## src/rtl/addr_scan_pkg.sv

```systemverilog
// Shared types and constants for the address scan sequencer and its prescaler.
package addr_scan_pkg;

  localparam int ADDR_W_DEF = 4;
  localparam int DIV_W_DEF  = 8;

  // Scan direction encodings for the DIR input.
  localparam logic DIR_UP   = 1'b0;
  localparam logic DIR_DOWN = 1'b1;

  typedef enum logic {
    IDLE = 1'b0,
    RUN  = 1'b1
  } scan_state_e;

endpackage

```

## src/rtl/tick_prescaler.sv

```systemverilog
// Down-counter with reload: raises TICK for one cycle every DIV+1 enabled cycles.
module tick_prescaler #(
  parameter int DIV_W = 8
) (
  input  logic             CLK,
  input  logic             RST,
  input  logic             EN,
  input  logic             RELOAD,
  input  logic [DIV_W-1:0] DIV,
  output logic             TICK
);

  localparam logic [DIV_W-1:0] CNT_ZERO = {DIV_W{1'b0}};
  localparam logic [DIV_W-1:0] CNT_ONE  = {{(DIV_W-1){1'b0}}, 1'b1};

  logic [DIV_W-1:0] count_q;
  logic [DIV_W-1:0] count_d;

  // The tick fires on the cycle the enabled count has run down to zero.
  assign TICK = EN && (count_q == CNT_ZERO);

  // Next count: reload on start, otherwise count down and reload after each tick.
  always_comb begin
    count_d = count_q;
    if (RELOAD) begin
      count_d = DIV;
    end else if (EN) begin
      if (count_q == CNT_ZERO) begin
        count_d = DIV;
      end else begin
        count_d = count_q - CNT_ONE;
      end
    end else begin
      count_d = count_q;
    end
  end

  // Count register, cleared asynchronously.
  always_ff @(posedge CLK or posedge RST) begin
    if (RST) begin
      count_q <= CNT_ZERO;
    end else begin
      count_q <= count_d;
    end
  end

endmodule

```

## src/rtl/addr_scan_sequencer.sv

```systemverilog
// Steps an address through a captured window [LO, HI] at a prescaled rate,
// one-shot or wrapping, and feeds it to the downstream 4-to-16 decoder.
module addr_scan_sequencer
  import addr_scan_pkg::*;
#(
  parameter int ADDR_W = ADDR_W_DEF,
  parameter int DIV_W  = DIV_W_DEF
) (
  input  logic              CLK,
  input  logic              RST,
  input  logic              START,
  input  logic              STOP,
  input  logic [ADDR_W-1:0] LO,
  input  logic [ADDR_W-1:0] HI,
  input  logic              DIR,
  input  logic              CONT,
  input  logic [DIV_W-1:0]  DIV,
  output logic [ADDR_W-1:0] ADDR,
  output logic              BUSY,
  output logic              DONE,
  output logic              WRAP,
  output logic              ERR
);

  localparam logic [ADDR_W-1:0] ADDR_ZERO = {ADDR_W{1'b0}};
  localparam logic [ADDR_W-1:0] ADDR_ONE  = {{(ADDR_W-1){1'b0}}, 1'b1};

  scan_state_e       state_q, state_d;
  logic [ADDR_W-1:0] addr_q, addr_d;
  logic              busy_q, busy_d;
  logic              done_q, done_d;
  logic              wrap_q, wrap_d;
  logic              err_q, err_d;
  logic [ADDR_W-1:0] lo_q, lo_d;
  logic [ADDR_W-1:0] hi_q, hi_d;
  logic              dir_q, dir_d;
  logic              cont_q, cont_d;
  logic [DIV_W-1:0]  div_q, div_d;

  logic              start_accept_s;
  logic              tick_s;
  logic [DIV_W-1:0]  presc_div_s;
  logic [ADDR_W-1:0] end_addr_s;
  logic [ADDR_W-1:0] begin_addr_s;

  // STOP beats START, and an inverted window is never accepted.
  assign start_accept_s = (state_q == IDLE) && START && !STOP && (LO <= HI);

  // On the start cycle the prescaler loads the live DIV; afterwards the shadow copy.
  assign presc_div_s  = start_accept_s ? DIV : div_q;
  assign end_addr_s   = (dir_q == DIR_DOWN) ? lo_q : hi_q;
  assign begin_addr_s = (dir_q == DIR_DOWN) ? hi_q : lo_q;

  tick_prescaler #(
    .DIV_W (DIV_W)
  ) u_prescaler (
    .CLK    (CLK),
    .RST    (RST),
    .EN     (state_q == RUN),
    .RELOAD (start_accept_s),
    .DIV    (presc_div_s),
    .TICK   (tick_s)
  );

  // Next-state and output decode for the IDLE/RUN scan controller.
  always_comb begin
    state_d = state_q;
    addr_d  = addr_q;
    busy_d  = busy_q;
    done_d  = 1'b0;
    wrap_d  = 1'b0;
    err_d   = 1'b0;
    lo_d    = lo_q;
    hi_d    = hi_q;
    dir_d   = dir_q;
    cont_d  = cont_q;
    div_d   = div_q;
    case (state_q)
      IDLE: begin
        if (start_accept_s) begin
          lo_d    = LO;
          hi_d    = HI;
          dir_d   = DIR;
          cont_d  = CONT;
          div_d   = DIV;
          addr_d  = (DIR == DIR_DOWN) ? HI : LO;
          busy_d  = 1'b1;
          state_d = RUN;
        end else if (START && !STOP) begin
          // Only reachable with LO > HI: reject and keep the address.
          err_d = 1'b1;
        end else begin
          addr_d = addr_q;
        end
      end
      RUN: begin
        if (STOP) begin
          busy_d  = 1'b0;
          state_d = IDLE;
        end else if (tick_s) begin
          if (addr_q == end_addr_s) begin
            if (cont_q) begin
              addr_d = begin_addr_s;
              wrap_d = 1'b1;
            end else begin
              done_d  = 1'b1;
              busy_d  = 1'b0;
              state_d = IDLE;
            end
          end else if (dir_q == DIR_DOWN) begin
            addr_d = addr_q - ADDR_ONE;
          end else begin
            addr_d = addr_q + ADDR_ONE;
          end
        end else begin
          addr_d = addr_q;
        end
      end
      default: begin
        busy_d  = 1'b0;
        state_d = IDLE;
      end
    endcase
  end

  // State, address, status pulses and shadow window registers.
  always_ff @(posedge CLK or posedge RST) begin
    if (RST) begin
      state_q <= IDLE;
      addr_q  <= ADDR_ZERO;
      busy_q  <= 1'b0;
      done_q  <= 1'b0;
      wrap_q  <= 1'b0;
      err_q   <= 1'b0;
      lo_q    <= ADDR_ZERO;
      hi_q    <= ADDR_ZERO;
      dir_q   <= 1'b0;
      cont_q  <= 1'b0;
      div_q   <= {DIV_W{1'b0}};
    end else begin
      state_q <= state_d;
      addr_q  <= addr_d;
      busy_q  <= busy_d;
      done_q  <= done_d;
      wrap_q  <= wrap_d;
      err_q   <= err_d;
      lo_q    <= lo_d;
      hi_q    <= hi_d;
      dir_q   <= dir_d;
      cont_q  <= cont_d;
      div_q   <= div_d;
    end
  end

  assign ADDR = addr_q;
  assign BUSY = busy_q;
  assign DONE = done_q;
  assign WRAP = wrap_q;
  assign ERR  = err_q;

endmodule

```

## config.mk

```make
export PLATFORM = sky130hd
export DESIGN_NAME = addr_scan_sequencer
export DESIGN_NICKNAME = d
export VERILOG_FILES = /design/src/rtl/addr_scan_pkg.sv /design/src/rtl/tick_prescaler.sv /design/src/rtl/addr_scan_sequencer.sv
export SDC_FILE = /design/constraint.sdc
export NUM_CORES = 1
export LEC_CHECK = 0
export CAP_MARGIN = 20
export CORE_MARGIN = 4
export CORE_UTILIZATION = 42
export DETAILED_ROUTE_END_ITERATION = 10
export GPL_TIMING_DRIVEN = 0
export PLACE_DENSITY = 0.76
export SYNTH_ARGS = -nofsm -noshare
export SYNTH_HDL_FRONTEND = slang
export SYNTH_SLANG_ARGS = --single-unit
```

## constraint.sdc

```tcl
create_clock -name CLK -period 2.26 [get_ports CLK]
set_input_delay 0.226 -clock CLK [delete_from_list [all_inputs] [get_ports CLK]]
set_output_delay 0.226 -clock CLK [all_outputs]
set_load 0.02 [all_outputs]
```

==> results.json <==
{
  "initial_core_util_pct": 43.8,
  "worstPathArrival_ps": 2450,
  "avgSynthCellArea_um2": 10.2,
  "wl_per_cell_um": 16.3,
  "seq_area_frac_synth_pct": 42.0,
  "internal-power_mw": 1.82,
  "grt_max_degree": 19,
  "ys_async_sr_fraction_pct": 100,
  "multiInputGateArea_um2": 1190,
  "area_growth_pct": 35.0,
  "cp.required_ps": 2440,
  "ys_ff_latch": 35,
  "fin_crit_sh_pct": 101,
  "clkSinkCount": 35,
  "fillers": 422,
  "clk_pin_slew_ps": 80,
  "synthesis.instances": 205,
  "viasPerCell": 5.58,
  "vias": 1831,
  "fin_util_pct": 59.2,
  "numCtsBuffers": 5,
  "layout_setup_ws_ps": -13.9,
  "place_ws_ps": -843,
  "start_kind": "flop",
  "critical_path_class": "flop to flop",
  "comb_power_share_pct": 46.5,
  "rsz0062_at_grt": "yes",
  "io_pins": 30,
  "fp.dieH_um": 78.4,
  "dieWidth_um": 78.4,
  "synth-edff-count": 0,
  "final_net_count": 291,
  "yosysWarnings": 0,
  "gp_congestion": 0.901,
  "routed_wl_um": 5360,
  "grt_pass1_wl_um": 8850,
  "slew_headroom_pct": 49.1,
  "port_buffers": 28,
  "ant_nets": 0,
  "cts_hold_buf": 0,
  "yosysTopAreaCell": "dfrtp_1",
  "seq_power_share_pct": 36.4,
  "slowest_stage": "or4b_4",
  "drc_errors": 0,
  "drt_iter0_drc": 165,
  "wl_met1_um": 2400,
  "synth_area_leaders": "dfrtp_1 (42%), mux2_2 (8.6%), mux2i_1 (6.7%), ha_1 (4.8%), o21ai_0 (4.6%)",
  "finalCriticalPeriod_ps": 2270,
  "swShare_pct": 37.6,
  "cts_tree": "yes",
  "hold_viol_final": 0,
  "crit_family": "compound AO/OA/AOI/OAI gates",
  "p_clk_share_pct": 17.1,
  "core_area_um2": 4750,
  "critPathMaxFanout": 4,
  "hpwl_um": 3680,
  "drv_cap": 0,
  "grt_usage_pct": 18.5,
  "tightest_slew_ps": 762,
  "die_area_um2": 6150,
  "worst_setup_path_end_kind": "flop",
  "slew_violations": 0,
  "synth.net_count": 236,
  "synth_top_area_share_pct": 42.0,
  "crit_buf_inv": 1,
  "clk_latency_ps": 290,
  "switchingPower_mw": 1.10,
  "syn_area_um2": 2080,
  "cts_root_buf": "clkbuf_8",
  "route.met2.wl_um": 2580,
  "holdCritPathClass": "input pin to asynchronous set/reset pin",
  "violations": "setup timing",
  "slowest_delay_ps": 500,
  "status": "complete, but fails checks",
  "cts_htree_levels": 2,
  "synth_commonest_cells": "dfrtp_1 (35), o21ai_0 (19), nand2_1 (17)",
  "antennaDiodeCount": 0,
  "synthFlopType": "dfrtp_1",
  "power.density_nw_per_um2": 1040,
  "clock-skew-final_ps": 11.7,
  "regArea_um2": 876,
  "first_pass_iters": 4,
  "setup_viol": 2,
  "crit_chain": "inv_2 > ha_4 > or4b_4 > o32ai_4 > a22oi_2 > a31oi_4 > mux2_4 > a31o_1",
  "top_layer_used": "met4",
  "clock.fmax_mhz": 440,
  "grt-ovfl-total": 0,
  "ys_types": 42,
  "leakage_nw": 1.19,
  "cts.path.max_buffers": 2,
  "fp-row-count": 25,
  "ir_worst_vdd_v": 0.000393,
  "grt_antenna_before_repair": 0,
  "synth_most_common_cell": "dfrtp_1",
  "drive_gt1_share_pct": 25.3,
  "grt_pass1_vias": 1819,
  "wl_met3_um": 280
}
[cell type report]
class / count / share of cell area, %
Clock buffer: 8 / 3.56
Multi-Input combinational cell: 149 / 42.5
Tap cell: 67 / 2.98
Inverter: 13 / 1.73
Sequential cell: 35 / 31.1
Timing Repair Buffer: 48 / 16.0
Buffer: 8 / 2.09
[worst paths after layout]
path                                                      endpoint  slack (ps)                                from  cells past startpoint
worst max-delay path                           ADDR[3]$_DFFE_PP0P_         -10  u_prescaler.count_q[1]$_DFFE_PP0P_                      8
max in group asynchronous       u_prescaler.count_q[6]$_DFFE_PP0P_        1340                                 RST                      3
worst min-delay path            u_prescaler.count_q[4]$_DFFE_PP0P_         370                                 RST                      2
min in group CLK                                 dir_q$_DFFE_PP0P_         490                                 DIR                      2
worst max register to register                 ADDR[3]$_DFFE_PP0P_         -10  u_prescaler.count_q[1]$_DFFE_PP0P_                      8
worst min register to register                div_q[3]$_DFFE_PP0N_         500                div_q[3]$_DFFE_PP0N_                      1
[power by group through the flow]
stage	sequential [mW]	combinational, mW	clock, mW
after detailed placement	1.05	1.14	0
after global routing	1.09	1.48	0.533
after global placement	1.05	1.10	0
after CTS	1.05	1.28	0.508
final	1.06	1.36	0.499
after floorplan	1.05	0.800	0
[state kept, by name, summed over array words and instances, names as in the netlist, 4 cells and up]
name / flops
ADDR: 4
div_q: 8
u_prescaler.count_q: 8
lo_q: 4
hi_q: 4
[cell families (layout without fill, tap and decap cells)]
group | count (synthesis) | count (layout) | synth area share, %
compound gates | 57 | 57 | 17.4
fa+ha+maj | 9 | 9 | 5.77
flops | 35 | 35 | 42.0
mux | 31 | 31 | 16.1
buf+inv | 21 | 77 | 4.68
xor+xnor | 6 | 6 | 2.52
simple gates | 46 | 46 | 11.5
[layout by cell type, fill, tap and decap left out, drive strengths merged, types with 2 or more instances in the layout]
cell type      instances
o32ai                  4
clkdlybuf4s50         28
nand3                  4
nor3                   6
mux2                  17
xnor2                  6
clkbuf                11
a21oi                 16
buf                   25
a21o                   2
inv                   13
o21a                   2
mux2i                 14
nand2                 17
dfrtp                 35
a211oi                 2
nor4                   2
o21ai                 19
nor2                   8
ha                     8
a31oi                  3
or3b                   2
[per-layer routing]
layer | vias to the layer above | global-route usage (%)
met5 | - | 0
met3 | 8 | 4.24
met4 | 0 | 6.12
li1 | 861 | -
met1 | 905 | 25.1
met2 | 57 | 29.4
[what timing repair did]
action,CTS,global route
setup buffers,15,4
endpoints found under the setup margin,30,33
resized for setup,13,8
hold endpoints to repair,0,0
pin swaps,8,6
[stage by stage]
| stage | TNS, ps | instances | hold WS, ps | area (µm²) | power (mW) |
|---|---|---|---|---|---|
| after CTS | -35.0 | 324 | 391 | 2750 | 2.84 |
| after detailed placement | -18410 | 301 | 489 | 2490 | 2.19 |
| final | -22.5 | 328 | 369 | 2810 | 2.92 |
| after global routing | -238 | 328 | 455 | 2810 | 3.10 |
| after global placement | -17520 | 300 | 483 | 2460 | 2.15 |
| after floorplan | 0 | 205 | 357 | 2100 | 1.85 |
Note: power is estimated with default switching activity, not from simulation.
